===== config.mk =====
export PLATFORM = sky130hd
export DESIGN_NAME = alu16
export DESIGN_NICKNAME = d
export VERILOG_FILES = /design/src/rtl/alu_pkg.sv /design/src/rtl/alu16_core.sv /design/src/rtl/alu16.sv
export SDC_FILE = /design/constraint.sdc
export NUM_CORES = 1
export LEC_CHECK = 0
export ABC_AREA = 1
export BUFFER_PORTS_ARGS = -buffer_cell sky130_fd_sc_hd__buf_2
export CELL_PAD_IN_SITES_DETAIL_PLACEMENT = 1
export CELL_PAD_IN_SITES_GLOBAL_PLACEMENT = 2
export CORE_ASPECT_RATIO = 1.4
export CORE_UTILIZATION = 33
export CTS_BUF_LIST = sky130_fd_sc_hd__clkbuf_4 sky130_fd_sc_hd__clkbuf_8
export CTS_CLUSTER_DIAMETER = 120
export CTS_CLUSTER_SIZE = 30
export DETAILED_ROUTE_END_ITERATION = 10
export GPL_TIMING_DRIVEN = 0
export PLACE_DENSITY_LB_ADDON = 0.1
export SETUP_SLACK_MARGIN = 0.2
export SKIP_LAST_GASP = 1
export SLEW_MARGIN = 20
export SYNTH_ARGS = -nofsm -noshare
export SYNTH_HDL_FRONTEND = slang
export SYNTH_SLANG_ARGS = --single-unit

===== constraint.sdc =====
create_clock -name clk -period 1.62 [get_ports clk]
set_input_delay 0.081 -clock clk [delete_from_list [all_inputs] [get_ports clk]]
set_output_delay 0.081 -clock clk [all_outputs]
set_load 0.01 [all_outputs]

===== src/rtl/alu_pkg.sv =====
// alu_pkg: shared constants and types for the 16-bit registered ALU.
//   WIDTH    - operand/result width (only 16 is supported)
//   OP_*     - 3-bit opcode encodings
//   flags_t  - status flag bundle {zero, carry, overflow, negative}
package alu_pkg;

    localparam int WIDTH = 16;

    localparam logic [2:0] OP_ADD = 3'b000;
    localparam logic [2:0] OP_SUB = 3'b001;
    localparam logic [2:0] OP_AND = 3'b010;
    localparam logic [2:0] OP_OR  = 3'b011;
    localparam logic [2:0] OP_XOR = 3'b100;
    localparam logic [2:0] OP_SLT = 3'b101;
    localparam logic [2:0] OP_SLL = 3'b110;
    localparam logic [2:0] OP_SRL = 3'b111;

    typedef struct packed {
        logic zero;
        logic carry;
        logic overflow;
        logic negative;
    } flags_t;

endpackage


===== src/rtl/alu16_core.sv =====
// alu16_core: combinational 16-bit ALU datapath.
// Ports:
//   A, B     in  [15:0] operands (B[3:0] is the shift amount for SLL/SRL)
//   control  in  [2:0]  opcode
//   result   out [15:0] operation result
//   flags    out        {zero, carry, overflow, negative} derived from result
module alu16_core
    import alu_pkg::*;
(
    input  logic [15:0] A,
    input  logic [15:0] B,
    input  logic [2:0]  control,
    output logic [15:0] result,
    output flags_t      flags
);

    logic [16:0] sum;
    logic [16:0] diff;

    // 17-bit forms: bit 16 of the sum is carry-out, bit 16 of the
    // difference is set exactly when A < B unsigned (borrow).
    assign sum  = {1'b0, A} + {1'b0, B};
    assign diff = {1'b0, A} - {1'b0, B};

    always_comb begin
        result         = '0;
        flags.carry    = 1'b0;
        flags.overflow = 1'b0;
        unique case (control)
            OP_ADD: begin
                result         = sum[15:0];
                flags.carry    = sum[16];
                flags.overflow = (A[15] == B[15]) && (sum[15] != A[15]);
            end
            OP_SUB: begin
                result         = diff[15:0];
                flags.carry    = diff[16];
                flags.overflow = (A[15] != B[15]) && (diff[15] != A[15]);
            end
            OP_AND: result = A & B;
            OP_OR:  result = A | B;
            OP_XOR: result = A ^ B;
            OP_SLT: result = ($signed(A) < $signed(B)) ? 16'h0001 : 16'h0000;
            OP_SLL: result = A << B[3:0];
            OP_SRL: result = A >> B[3:0];
            default: result = '0;
        endcase
        // Zero/Negative come from the result about to be registered.
        flags.zero     = ~|result;
        flags.negative = result[15];
    end

endmodule


===== src/rtl/alu16.sv =====
// alu16: registered 16-bit ALU, one-cycle latency, no backpressure.
// Ports:
//   clk, rst_n         clock, asynchronous active-low reset
//   in_valid           A/B/control valid this cycle
//   A, B, control      operands and opcode
//   Out                registered result
//   Zero, Carry,
//   Overflow, Negative registered status flags
//   out_valid          Out/flags were loaded at the most recent edge
module alu16 #(
    parameter int WIDTH = 16
) (
    input  logic             clk,
    input  logic             rst_n,
    input  logic             in_valid,
    input  logic [WIDTH-1:0] A,
    input  logic [WIDTH-1:0] B,
    input  logic [2:0]       control,
    output logic [WIDTH-1:0] Out,
    output logic             Zero,
    output logic             Carry,
    output logic             Overflow,
    output logic             Negative,
    output logic             out_valid
);

    import alu_pkg::*;

    logic [15:0] result;
    flags_t      flags;

    alu16_core u_core (
        .A       (A),
        .B       (B),
        .control (control),
        .result  (result),
        .flags   (flags)
    );

    // Zero resets high so the flags agree with the reset Out of 0.
    always_ff @(posedge clk or negedge rst_n) begin
        if (!rst_n) begin
            Out       <= '0;
            Zero      <= 1'b1;
            Carry     <= 1'b0;
            Overflow  <= 1'b0;
            Negative  <= 1'b0;
            out_valid <= 1'b0;
        end else begin
            out_valid <= in_valid;
            if (in_valid) begin
                Out      <= result;
                Zero     <= flags.zero;
                Carry    <= flags.carry;
                Overflow <= flags.overflow;
                Negative <= flags.negative;
            end
        end
    end

endmodule


==> results.toml <==
[logic_synthesis]
ys_top_cells_by_area = "nand2_1 (23%), nand3_1 (16%), ha_1 (12%), dfrtp_1 (9.6%), nor2_1 (9.3%)"
yosysUniqueCellTypes = 34
yosys-top-cells-count = "nand2_1 (300), nand3_1 (154), nor2_1 (123), inv_1 (114), ha_1 (49)"
yosysMostFrequentCell = "nand2_1"
yosysTopAreaCell = "nand2_1"
ys_seq_area_share_pct = 10.1
ys_async_sr_fraction_pct = 100
synth_top_area_share_pct = 22.7
ys_warn_count = 0
netlist_instances = 939
syn_area_mm2 = 0.00496
syn-num-nets = 1028
synth_edf_count = 0
avgSynthCellArea_um2 = 5.28
ys_ff_latch = 20
ys.flop_type = "dfrtp_1"

[sta]
drv_slew = 0
rsz0062_at_grt = "true"
setup_violations = 12
report.final.hold_viol_count = 0
finClkSkew_ns = 0
slew-limit-headroom_pct = 54.4
finalCritPeriodShare_pct = 118
tns_ns = -1.27
min_period_ns = 1.90
setup_ws_ns = -0.285
fmax_mhz = 525
worstMarginPinSlew_ns = 0.678

[grt]
antenna_found_initial = 0
grt_overflow = 0
grt_max_degree = 21
grt_use_total_pct = 33.0
grt_pass1_vias = 7154
grt_pass1_wl_mm = 39.1

[route]
routed_via_density = 5.57
ant_nets = 0
wire_per_inst_um = 21.5
drc = 0
first_pass_iters = 4
vias = 7157
drt_iter0_drc = 306
routed_wl_mm = 27.7

[critical_path]
rrSetupSlack_ns = 0.90
arrival_ns = 2.11
timing.rr.start = "Zero"
reg2reg_to = "Zero"
crit_type = "in -> reg"
worstSetupStartpointType = "input port"
crit_path_end_kind = "register"
ff2ff_path_depth = 2
cp.required_ns = 1.83
crit_path_max_fanout = 5

[pwr]
ir_drop_mv = 0.411
p_leak_nw = 3.96
design_power_total_mw = 3.88
power_density_mw_per_mm2 = 488

[final_layout]
n_antenna_cell = 0
areaGrowthSynthToFinish_pct = 60.4
drive_gt1_share_pct = 41.0
nets = 1186

[floorplanning]
core_mm2 = 0.0146
die_w_um = 106
die_h_um = 147
die-area_mm2 = 0.0155
ios = 59
initial_core_util_pct = 34.0
num_rows = 52

[clock_network]
clk_pin_slew_worst_paths_ns = 0.07
cts_htree_levels = 1
cts_tree = "built"
cts_buffer_depth = 2
insertion_delay_ns = 0.26
cts_buffers = 3
clock-sinks = 20
cts_root_buf = "clkbuf_8"

[outcome]
status = "finished with violations"
violations = "setup timing"

[worst_hold_path]
holdCritStartpoint = "A[15]"
hold_path.class = "in -> reg"
min_delay_path_depth = 4
hold_end = "Overflow"

[flow_run]
cap_violations = 0

[placement]
port_buffers = 57
gp_congestion = 0.945
dp_hpwl_mm = 19.9
cells in the final DEF, fill, tap and decap left out, drive strengths merged, types with 2 or more instances in the layout:
master | Yosys | routed
inv | 117 | 115
clkbuf | 7 | 14
nor2 | 125 | 125
o21ai | 37 | 37
ha | 49 | 49
and2 | 4 | 4
buf | 32 | 180
fa | 2 | 2
dlygate4sd3 | 0 | 2
o22ai | 3 | 3
xor2 | 3 | 3
or2 | 4 | 4
a21oi | 41 | 41
nand4 | 17 | 17
o21bai | 3 | 3
a31oi | 3 | 3
nand2 | 300 | 300
nand3 | 156 | 156
nor3 | 9 | 9
dfrtp | 19 | 19
o211ai | 3 | 3
clkinvlp | 0 | 2
metal layers:
metal  GRT usage (%)  wire length (µm)  up-vias
met4            18.1              1830        0
met2            65.1             14900      231
met5               0                 0        -
met1            34.4             10000     3507
li1                -                 -     3317
met3            1.46               917      102
power by group:
group	leakage, nW	internal, mW	switching, mW	total, mW
Sequential	0.249	0.566	0.0340	0.600
Clock	0.0288	0.217	0.169	0.386
Combinational	3.69	1.16	1.73	2.90
critical path, stage by stage:
cell     delay (ns)
buf_4          0.13
inv_1          0.05
ha_1           0.28
buf_6          0.13
inv_6          0.06
nand2_4        0.08
inv_1          0.06
nand2_2        0.10
nand2_4        0.07
a21oi_4        0.23
nand3_4        0.12
nand3_4        0.12
nand2_4        0.06
nor2_4         0.18
nand2_1        0.08
nor2_1         0.11
nand3_1        0.09
nand2_1        0.06
state kept, by name (all words and copies together), names as in the netlist:
signal / count
Overflow: 1
Carry: 1
Out: 16
Zero: 1
out_valid: 1
logic make-up (layout without fill, tap and decap cells):
| kind of cell | after synthesis | after routing | synth area share (%) |
|---|---|---|---|
| adder cells (fa/ha/maj) | 51 | 51 | 13.2 |
| XOR/XNOR | 3 | 3 | 0.530 |
| AO/OA/AOI/OAI | 91 | 91 | 9.68 |
| buffers and inverters | 158 | 315 | 13.8 |
| AND/OR/NAND/NOR | 616 | 616 | 52.7 |
| flip-flops | 20 | 20 | 10.1 |
per-stage QoR:
step,instance area (µm²),std cells,hold WS [ns],worst slack (ns),util (%)
3_3_place_gp,5810,1185,0.0427,-0.941,39.9
5_1_grt,7960,1285,0.299,-0.368,54.6
4_1_cts,7240,1254,0.261,-0.267,49.7
6_report,7960,1285,0.264,-0.285,54.6
3_5_place_dp,5810,1185,0.0513,-0.956,39.9
2_1_floorplan,5290,939,-0.215,-0.0414,-
how the worst max path moves through the flow:
stage | start | to | cells after the start
finish | A[11] | Zero | 18
floorplan | A[0] | Zero | 17
global placement | A[13] | Zero | 17
global route | A[0] | Zero | 19
detailed placement | A[13] | Zero | 17
CTS | A[0] | Zero | 19
repair_timing:
item / 4_1_cts / 5_1_grt
hold buffers: 2 / 0
resized for setup: 254 / 132
buffers inserted: 61 / 31
pin swaps: 96 / 89
gates cloned: 2 / 0
setup endpoints to repair: 19 / 19
hold endpoints to repair: 20 / 0
layout make-up:
class / instances / area, µm²
Tap cell: 189 / 236
Clock buffer: 4 / 55.1
Timing Repair Buffer: 153 / 1300
Fill cell: 1976 / 6620
Multi-Input combinational cell: 761 / 4920
Inverter: 118 / 538
Sequential cell: 20 / 502
Buffer: 40 / 405
Note: power is estimated with default switching activity, not from simulation.
